==> src/rtl/mdu_defines.sv <==
// Shared op codes and FSM state encodings for the multiply/divide unit.
package mdu_defines;

  typedef enum logic [2:0] {
    MDU_MULT  = 3'b000,
    MDU_MULTU = 3'b001,
    MDU_DIV   = 3'b010,
    MDU_DIVU  = 3'b011,
    MDU_MTHI  = 3'b100,
    MDU_MTLO  = 3'b101
  } mdu_op_e;

  typedef enum logic [1:0] {
    IDLE = 2'b00,
    RUN  = 2'b01,
    FIX  = 2'b10,
    DONE = 2'b11
  } mdu_state_e;

endpackage

==> src/rtl/mdu_iter_core.sv <==
// One iteration of unsigned shift-add multiply or restoring divide.
module mdu_iter_core #(
  parameter int unsigned WIDTH = 32
) (
  input  logic             is_div,
  input  logic [WIDTH:0]   hi_in,
  input  logic [WIDTH-1:0] lo_in,
  input  logic [WIDTH-1:0] opnd,
  output logic [WIDTH:0]   hi_c,
  output logic [WIDTH-1:0] lo_c
);

  logic [WIDTH:0]   sum;
  logic [WIDTH+1:0] shifted;
  logic [WIDTH+1:0] diff;

  // Multiply: add multiplicand on LSB, shift product right. Divide: shift in, trial subtract.
  always_comb begin
    sum     = hi_in + (lo_in[0] ? {1'b0, opnd} : '0);
    shifted = {hi_in, lo_in[WIDTH-1]};
    diff    = shifted - {2'b00, opnd};
    hi_c    = {1'b0, sum[WIDTH:1]};
    lo_c    = {sum[0], lo_in[WIDTH-1:1]};
    if (is_div) begin
      if (!diff[WIDTH+1]) begin
        hi_c = diff[WIDTH:0];
        lo_c = {lo_in[WIDTH-2:0], 1'b1};
      end else begin
        hi_c = shifted[WIDTH:0];
        lo_c = {lo_in[WIDTH-2:0], 1'b0};
      end
    end
  end

endmodule

==> src/rtl/mdu_unit.sv <==
// Multi-cycle multiply/divide unit with architectural HI/LO registers.
module mdu_unit
  import mdu_defines::*;
#(
  parameter int unsigned WIDTH = 32
) (
  input  logic             clock,
  input  logic             rst_n,
  input  logic             start_i,
  input  logic [2:0]       op_i,
  input  logic [WIDTH-1:0] a_i,
  input  logic [WIDTH-1:0] b_i,
  input  logic             abort_i,
  output logic             busy_o,
  output logic             done_o,
  output logic             dbz_o,
  output logic [WIDTH-1:0] hi_o,
  output logic [WIDTH-1:0] lo_o
);

  localparam int unsigned CNT_W = $clog2(WIDTH) + 1;
  localparam int unsigned PW    = 2 * WIDTH;

  mdu_state_e       state_q, state_d;
  logic [CNT_W-1:0] cnt_q;
  logic [WIDTH:0]   acc_hi_q;
  logic [WIDTH-1:0] acc_lo_q, opnd_q;
  logic             is_div_q, neg_res_q, neg_rem_q;

  logic             op_md, op_div, op_signed, a_neg, b_neg;
  logic [WIDTH-1:0] a_mag, b_mag;
  logic             accept_run, dbz_d, wr_mthi, wr_mtlo;
  logic [WIDTH:0]   core_hi;
  logic [WIDTH-1:0] core_lo;
  logic [PW-1:0]    prod, prod_fix;
  logic [WIDTH-1:0] q_fix, r_fix, fix_hi, fix_lo;

  // Operand decode and magnitudes for signed ops.
  always_comb begin
    op_div    = (op_i == MDU_DIV) || (op_i == MDU_DIVU);
    op_md     = op_div || (op_i == MDU_MULT) || (op_i == MDU_MULTU);
    op_signed = (op_i == MDU_MULT) || (op_i == MDU_DIV);
    a_neg     = op_signed & a_i[WIDTH-1];
    b_neg     = op_signed & b_i[WIDTH-1];
    a_mag     = a_neg ? WIDTH'(-a_i) : a_i;
    b_mag     = b_neg ? WIDTH'(-b_i) : b_i;
  end

  // Next-state and accept decode.
  always_comb begin
    state_d    = state_q;
    accept_run = 1'b0;
    dbz_d      = 1'b0;
    wr_mthi    = 1'b0;
    wr_mtlo    = 1'b0;
    case (state_q)
      IDLE: begin
        if (start_i && !abort_i) begin
          if (op_md) begin
            if (op_div && (b_i == '0)) begin
              state_d = DONE;
              dbz_d   = 1'b1;
            end else begin
              state_d    = RUN;
              accept_run = 1'b1;
            end
          end else begin
            wr_mthi = (op_i == MDU_MTHI);
            wr_mtlo = (op_i == MDU_MTLO);
          end
        end
      end
      RUN: begin
        if (abort_i)                    state_d = IDLE;
        else if (cnt_q == CNT_W'(1))    state_d = FIX;
      end
      FIX:     state_d = abort_i ? IDLE : DONE;
      DONE:    state_d = IDLE;
      default: state_d = IDLE;
    endcase
  end

  // State register and registered handshake outputs.
  always_ff @(posedge clock or negedge rst_n) begin
    if (!rst_n) begin
      state_q <= IDLE;
      busy_o  <= 1'b0;
      done_o  <= 1'b0;
      dbz_o   <= 1'b0;
    end else begin
      state_q <= state_d;
      busy_o  <= (state_d != IDLE);
      done_o  <= (state_d == DONE);
      dbz_o   <= dbz_d;
    end
  end

  mdu_iter_core #(.WIDTH(WIDTH)) u_core (
    .is_div (is_div_q),
    .hi_in  (acc_hi_q),
    .lo_in  (acc_lo_q),
    .opnd   (opnd_q),
    .hi_c   (core_hi),
    .lo_c   (core_lo)
  );

  // Sign fix-up of the unsigned result.
  always_comb begin
    prod     = {acc_hi_q[WIDTH-1:0], acc_lo_q};
    prod_fix = neg_res_q ? PW'(-prod) : prod;
    q_fix    = neg_res_q ? WIDTH'(-acc_lo_q) : acc_lo_q;
    r_fix    = neg_rem_q ? WIDTH'(-acc_hi_q[WIDTH-1:0]) : acc_hi_q[WIDTH-1:0];
    fix_hi   = is_div_q ? r_fix : prod_fix[PW-1:WIDTH];
    fix_lo   = is_div_q ? q_fix : prod_fix[WIDTH-1:0];
  end

  // Working registers, iteration counter and HI/LO.
  always_ff @(posedge clock or negedge rst_n) begin
    if (!rst_n) begin
      cnt_q     <= '0;
      acc_hi_q  <= '0;
      acc_lo_q  <= '0;
      opnd_q    <= '0;
      is_div_q  <= 1'b0;
      neg_res_q <= 1'b0;
      neg_rem_q <= 1'b0;
      hi_o      <= '0;
      lo_o      <= '0;
    end else begin
      if (accept_run) begin
        cnt_q     <= CNT_W'(WIDTH);
        acc_hi_q  <= '0;
        acc_lo_q  <= op_div ? a_mag : b_mag;
        opnd_q    <= op_div ? b_mag : a_mag;
        is_div_q  <= op_div;
        neg_res_q <= a_neg ^ b_neg;
        neg_rem_q <= op_div & a_neg;
      end else if (state_q == RUN) begin
        cnt_q    <= cnt_q - CNT_W'(1);
        acc_hi_q <= core_hi;
        acc_lo_q <= core_lo;
      end
      if ((state_q == FIX) && !abort_i) begin
        hi_o <= fix_hi;
        lo_o <= fix_lo;
      end
      if (wr_mthi) hi_o <= a_i;
      if (wr_mtlo) lo_o <= a_i;
    end
  end

endmodule

==> config.mk <==
export PLATFORM = sky130hd
export DESIGN_NAME = mdu_unit
export DESIGN_NICKNAME = d
export VERILOG_FILES = /design/src/rtl/mdu_defines.sv /design/src/rtl/mdu_iter_core.sv /design/src/rtl/mdu_unit.sv
export SDC_FILE = /design/constraint.sdc
export NUM_CORES = 1
export LEC_CHECK = 0
export BUFFER_PORTS_ARGS = -buffer_cell sky130_fd_sc_hd__buf_2
export CELL_PAD_IN_SITES_DETAIL_PLACEMENT = 1
export CELL_PAD_IN_SITES_GLOBAL_PLACEMENT = 2
export CORE_UTILIZATION = 37
export DETAILED_ROUTE_END_ITERATION = 6
export GPL_ROUTABILITY_DRIVEN = 0
export PLACE_DENSITY_LB_ADDON = 0.12
export SYNTH_ARGS = -nofsm -noshare
export SYNTH_HDL_FRONTEND = slang
export SYNTH_SLANG_ARGS = --single-unit
==> constraint.sdc <==
create_clock -name clock -period 4.1 [get_ports clock]
set_input_delay 0.82 -clock clock [delete_from_list [all_inputs] [get_ports clock]]
set_output_delay 0.82 -clock clock [all_outputs]
set_load 0.005 [all_outputs]
==> results of run 1 <==
==> per-layer routing <==
metal	vias to the layer above	part of all wire [%]	GRT usage (%)
li1	6917	-	-
met1	7423	46	40.67
met2	362	47	48.20
met3	72	4.5	4.529
met4	0	2.5	8.806
met5	-	0	0
==> worst max-delay path, stage by stage (launching register included) <==
cell	delay, ns
dfrtp_1	0.44
buf_4	0.18
inv_1	0.14
ha_2	0.26
nand2b_1	0.10
or3_1	0.39
or3_1	0.38
or3_4	0.39
or3_4	0.43
or4_1	0.51
o21ai_1	0.25
xor2_1	0.20
o21ai_0	0.09
==> registers in the layout, summed over array words and instances (netlist names), 2 cells and up <==
| name | count |
|---|---|
| opnd_q | 32 |
| acc_hi_q | 33 |
| hi_o | 32 |
| acc_lo_q | 32 |
| cnt_q | 6 |
| lo_o | 32 |
| state_q | 2 |
==> how the worst max path moves through the flow <==
| stage | startpoint | endpoint | cells past startpoint | slack (ns) |
|---|---|---|---|---|
| after global routing | opnd_q[4]$_DFFE_PN0P_ | acc_hi_q[3]$_DFFE_PN0P_ | 13 | 0.002 |
| after global placement | acc_hi_q[0]$_DFFE_PN0P_ | hi_o[28]$_DFFE_PN0P_ | 12 | 0.03 |
| after CTS | opnd_q[4]$_DFFE_PN0P_ | acc_hi_q[0]$_DFFE_PN0P_ | 14 | 0.01 |
| final | acc_hi_q[0]$_DFFE_PN0P_ | hi_o[28]$_DFFE_PN0P_ | 12 | 0.18 |
| after floorplan | acc_hi_q[5]$_DFFE_PN0P_ | acc_hi_q[28]$_DFFE_PN0P_ | 13 | 0.63 |
| after detailed placement | acc_hi_q[0]$_DFFE_PN0P_ | hi_o[28]$_DFFE_PN0P_ | 12 | -0.003 |
==> what timing repair did <==
item	in CTS	in global routing
gates resized for setup	1	4
endpoints found under the setup margin	1	32
buffers inserted	0	0
hold buffers	0	0
hold endpoints to repair	0	0
==> per-stage QoR <==
stage	setup slack [ns]	util (%)
2_1_floorplan	0.6253	-
3_3_place_gp	0.02770	42.42
5_1_grt	0.002294	43.96
4_1_cts	0.01376	43.90
3_5_place_dp	-0.003348	42.42
6_report	0.1827	43.96
==> power by group <==
| part | internal (mW) | total [mW] | switching (mW) |
|---|---|---|---|
| clock network | 0.898 | 1.68 | 0.787 |
| logic | 3.07 | 7.27 | 4.19 |
| registers | 2.34 | 3.01 | 0.668 |
==> cell usage after synthesis (all sizes together) (17+ instances only) <==
cell	n	share of area [%]
ha	70	6.0
nor2b	17	0.73
a21o	33	1.7
nand3	26	0.89
a21oi	127	4.3
a22oi	82	4.2
inv	58	1.5
or3	28	1.2
nand2	141	3.6
xor2	87	5.2
dfrtp	175	30
o21ai	204	7.0
mux2i	56	3.8
xnor2	92	5.5
nor2	164	4.2
o31ai	23	1.2
o211ai	41	2.1
clkbuf	97	2.5
nor3	32	1.1
nand2b	21	0.90
==> cells by family (layout without fill, tap and decap cells) <==
logic type                 after synthesis  after routing  synth area share, %
muxes                                   63             63                4.368
and+or+nand+nor                        507            507                16.44
AOI/OAI and AO/OA                      644            644                28.03
DFF                                    175            175                29.91
buffers and inverters                  166            332                4.291
adders and majority gates               72             72                6.256
xor gates and xnor gates               179            179                10.71
==> layout make-up <==
type                            count  area (µm²)  share of cell area [%]
Sequential cell                   175        4380                   25.66
Inverter                           58       217.7                   1.275
Multi-Input combinational cell   1465        9714                   56.91
Clock inverter                     12       136.4                  0.7989
Timing Repair Buffer              243        1540                   9.023
Tap cell                          518       648.1                   3.797
Clock buffer                       19       432.9                   2.536
==> qor.yml, run 1 <==
htreeDepth: 4
final.period_utilization_pct: 95.54
dpl_cell_area_um2: 16470
port_buffers: 137
grtUsageTotal_pct: 29.72
relSlewSlack_pct: 29.36
cts.sinks: 175
grt_max_degree: 88
skew_ns: 0.01849
regToRegEndpoint: "hi_o[28]$_DFFE_PN0P_"
clk_pin_slew_ns: 0.07
ys_seq_area_share_pct: 29.91
wirelength_um: 59860
criticalPathCategory: "flip-flop to flip-flop"
dp_cells: 2459
syn_inst: 1806
tightest_slew_ns: 1.060
die_w_um: 200.9
drc: 0
hold_viol_final: 0
powerDensity_nw_per_um2: 700.7
period_minus_slack_ns: 3.917
core_region_area_um2: 38830
wl_per_cell_um: 24.04
first_global_vias: 15020
ys_warn_count: 0
final_cells: 2490
p_total_mw: 11.96
syn2layout_area_growth_pct: 16.61
netlist_area_um2: 14640
row_count: 72
peakVddDrop_mv: 0.2750
ys_seq_elements: 175
firstDrtPassIters: 5
report.final.slew_viol_count: 0
layout_common_cells: "o21ai_0, dfrtp_1, nor2_1, nand2_1, buf_2"
die-area_um2: 40360
rrSetupSlack_ns: 0.18
nNetsFinal: 2103
setup_viol: 0
crit_fanout: 5
drive_gt1_share_pct: 15.67
grt_pass1_wl_um: 92050
cts_buffers: 17
final_common_cell: "o21ai_0"
num_antenna_cells: 0
p_leak_nw: 7.471
start_util_pct: 37.70
clock_latency_ns: 0.47
synth-main-ff-cell: "dfrtp_1"
route.antenna.remaining_nets: 0
reg2regPathDepth: 12
start_kind: "flip-flop"
timing.hold.ws_ns: 0.4043
syn_nets: 1949
worstSetupEndpointType: "flip-flop"
synth_edf_count: 0
fillers: 4700
outcome: "finished clean"
avgSynthCellArea_um2: 8.106
async_flop_share_pct: 100.0
cts_buffer_depth: 2
first_iter_violations: 997
antenna_found_initial: 0
cts_tree: "done"
fin_area_um2: 17070
max_freq_mhz: 255.3
vias_per_cell: 5.933
pin_count: 138
maxCapViolCount: 0
crit_arrival_ns: 4.22
vias: 14770
yosysUniqueCellTypes: 74
final.setup.tns_ns: 0
hp-class: "input port to async pin"
worstReg2RegStart: "acc_hi_q[0]$_DFFE_PN0P_"
rsz0062_at_grt: "no"
crit_required_ns: 4.40
place_hpwl_um: 46470
die_height_um: 200.9
grt_overflow: 0
cts_root_buf: "clkbuf_16"
Note: power is estimated with default switching activity, not from simulation.
==> inputs of run 2 (changes only) <==
--- a/config.mk
+++ b/config.mk
@@ -5,10 +5,11 @@
 export SDC_FILE = /design/constraint.sdc
 export NUM_CORES = 1
 export LEC_CHECK = 0
+export ABC_AREA = 1
 export BUFFER_PORTS_ARGS = -buffer_cell sky130_fd_sc_hd__buf_2
 export CELL_PAD_IN_SITES_DETAIL_PLACEMENT = 1
 export CELL_PAD_IN_SITES_GLOBAL_PLACEMENT = 2
-export CORE_UTILIZATION = 37
+export CORE_UTILIZATION = 33
 export DETAILED_ROUTE_END_ITERATION = 6
 export GPL_ROUTABILITY_DRIVEN = 0
 export PLACE_DENSITY_LB_ADDON = 0.12
==> run 2 against run 1 <==
  * Die area increased by 40%
  * Cell area increased by 20%
  * Area after synthesis increased by 25%
  * Maximum frequency increased by 16%
  * Flip-flop and latch count unchanged
  * Count of clock-buffer cells in the layout decreased by 1
  * Critical path depth increased by 4
  * Worst hold slack got worse by 0.063 ns
  * Critical path type unchanged
==> qor.yml, run 2 <==
max_freq_mhz: 296.8  # +16%
grtUsageTotal_pct: 33.17  # +3.4 points
cts_resized: 0  # -1
cts_setup_buffers: 0  # unchanged
die_w_um: 237.5  # +18%
syn_inst: 3061  # +69%
regMostFlops: "acc_hi_q"
hp-class: "input port to async pin"
cts_tree: "done"
pin_count: 138  # unchanged
ys_seq_elements: 175  # unchanged
syn2layout_area_growth_pct: 11.75
start_kind: "flip-flop"
core_region_area_um2: 54350  # +40%
synth_top_area_share_pct: 23.92  # -6.0 points
clock_latency_ns: 0.48  # about the same
synthTopCellsByCount: "nand2_1, inv_1, nor2_1"
final_cells: 3923  # +58%
skew_ns: 0.01750  # -0.0009880 ns
crit_arrival_ns: 3.73  # -0.49 ns
num_antenna_cells: 0  # unchanged
cts_buffers: 17  # unchanged
synthMuxAreaShare_pct: 0  # -4.4 points
dpl_cell_area_um2: 19880  # +21%
grt_max_degree: 70  # -20%
antenna_found_initial: 3  # +3
cts_buffer_depth: 2  # unchanged
first_global_vias: 21630  # +44%
place_hpwl_um: 76700  # +65%
netlist_area_um2: 18310  # +25%
dp_cells: 3891  # +58%
relSlewSlack_pct: 39.05  # +9.7 points
synth-xor-area-share_pct: 6.027  # -4.7 points
rsz0062_at_grt: "no"
async_flop_share_pct: 100.0  # unchanged
cts.sinks: 175  # unchanged
die-area_um2: 56430  # +40%
row_count: 85  # +18%
crit_fanout: 23  # +18
die_height_um: 237.5  # +18%
p_leak_nw: 10.45  # +40%
maxCapViolCount: 0  # unchanged
synth_top_area_cell: "dfrtp_1"
period_minus_slack_ns: 3.369  # -0.5483 ns
nNetsFinal: 3314  # +58%
powerDensity_nw_per_um2: 728.9  # +4.0%
p_total_mw: 14.91  # +25%
firstDrtPassIters: 5  # unchanged
crit_required_ns: 4.46  # +0.06 ns
largest_reg_flops: 33  # unchanged
final.setup.tns_ns: 0  # unchanged
syn_nets: 3204  # +64%
timing.hold.ws_ns: 0.3417  # -0.06254 ns
yosysUniqueCellTypes: 52  # -30%
final_common_cell: "nand2_1"
reg2regPathDepth: 16  # +4
peakVddDrop_mv: 0.3811  # +39%
yosys-top-cells-area: "dfrtp_1, nand2_1, inv_1"
final_core_util_pct: 37.65  # -6.3 points
layout_common_cells: "nand2_1, inv_1, nor2_1, nand3_1, dfrtp_1"
grt_overflow: 0  # unchanged
drive_gt1_share_pct: 9.485  # -6.2 points
grt_pass1_wl_um: 138800  # +51%
first_iter_violations: 1715  # +72%
worstSetupEndpointType: "flip-flop"
fin_area_um2: 20460  # +20%
cts_root_buf: "clkbuf_16"
setup_slack_ns: 0.7310  # +0.5483 ns
dpl_worst_slack_ns: 0.4636  # +0.4670 ns
port_buffers: 137  # unchanged
wl_per_cell_um: 23.76  # -1.2%
avgSynthCellArea_um2: 5.981  # -26%
synth-main-ff-cell: "dfrtp_1"
synth.most_common_cell: "nand2_1"
ys_warn_count: 0  # unchanged
yosys.area_share.simple_pct: 39.19  # +23 points
setup_viol: 0  # unchanged
synth_compound_area_share_pct: 14.26  # -14 points
synth_top_family_by_area: "simple AND/OR/NAND/NOR gates"
tightest_slew_ns: 0.9120  # -0.1476 ns
synth_edf_count: 0  # unchanged
outcome: "finished clean"
start_util_pct: 33.69  # -4.0 points
report.final.slew_viol_count: 0  # unchanged
synth_fa_ha_area_share_pct: 5.002  # -1.3 points
hold_viol_final: 0  # unchanged
drc: 0  # unchanged
clk_pin_slew_ns: 0.08  # about the same
hold_buffers: 0  # unchanged
vias: 21390  # +45%
htreeDepth: 4  # unchanged
route.antenna.remaining_nets: 0  # unchanged
wirelength_um: 93190  # +56%
ys_seq_area_share_pct: 23.92  # -6.0 points
vias_per_cell: 5.452  # -8.1%
criticalPathCategory: "flip-flop to flip-flop"
final.period_utilization_pct: 82.17  # -13 points
-- run 2: worst max-delay path, stage by stage, from the launching register on --
cell	delay, ns
dfrtp_1	0.54
ha_1	0.52
nand2_1	0.15
nand2_1	0.08
nand2_1	0.04
nand2_1	0.07
nand2_1	0.07
nand2_1	0.06
nand2_1	0.05
nand3_2	0.13
nand2_2	0.12
nand2_2	0.12
nand2_2	0.09
nand2_2	0.51
nand3_1	0.39
nand3b_1	0.19
nand2_1	0.06
-- run 2: area by class of cell --
type	count	area, µm²
multi-input cells	2352	11820
clock inverters	14	148.9
repair buffers	192	1132
clock buffers	18	429.2
inverters	433	1627
flip-flops and latches	175	4383
fillers	7358	33890
well taps	739	924.6
-- run 2: cell families (layout without fill, tap and decap cells) --
kind of cell / after synthesis / count (layout)
buffers and inverters: 534 / 657
xor gates and xnor gates: 126 / 126
adders and majority gates: 72 / 72
and+or+nand+nor: 1710 / 1710
AOI/OAI and AO/OA: 444 / 444
DFF: 175 / 175
-- run 2: where the power goes --
group	leakage [nW]	total, mW	switching (mW)	internal (mW)
clock	0.280	1.72	0.907	0.815
combinational	7.97	9.98	6.93	3.05
sequential	2.19	3.21	0.806	2.40
total	10.4	14.9	8.65	6.27
-- run 2: final timing paths --
path | startpoint | endpoint | slack [ns]
worst max-delay path | acc_hi_q[1]$_DFFE_PN0P_ | acc_hi_q[10]$_DFFE_PN0P_ | 0.73
worst min-delay path | rst_n | opnd_q[6]$_DFFE_PN0P_ | 0.34
worst max register to register | acc_hi_q[1]$_DFFE_PN0P_ | acc_hi_q[10]$_DFFE_PN0P_ | 0.73
worst min register to register | lo_o[12]$_DFFE_PN0P_ | lo_o[12]$_DFFE_PN0P_ | 0.50
max in group asynchronous | rst_n | is_div_q$_DFFE_PN0P_ | 2.74
min in group clock | lo_o[12]$_DFFE_PN0P_ | lo_o[12]$_DFFE_PN0P_ | 0.50
-- run 2: metal layers --
layer	share of wire [%]	vias up	GRT usage, %	wire, µm
li1	-	10030	-	-
met1	46	10550	46.16	42490
met2	45	678	52.53	42090
met3	5.6	136	3.983	5243
met4	3.6	0	12.14	3373
met5	0	-	0	0
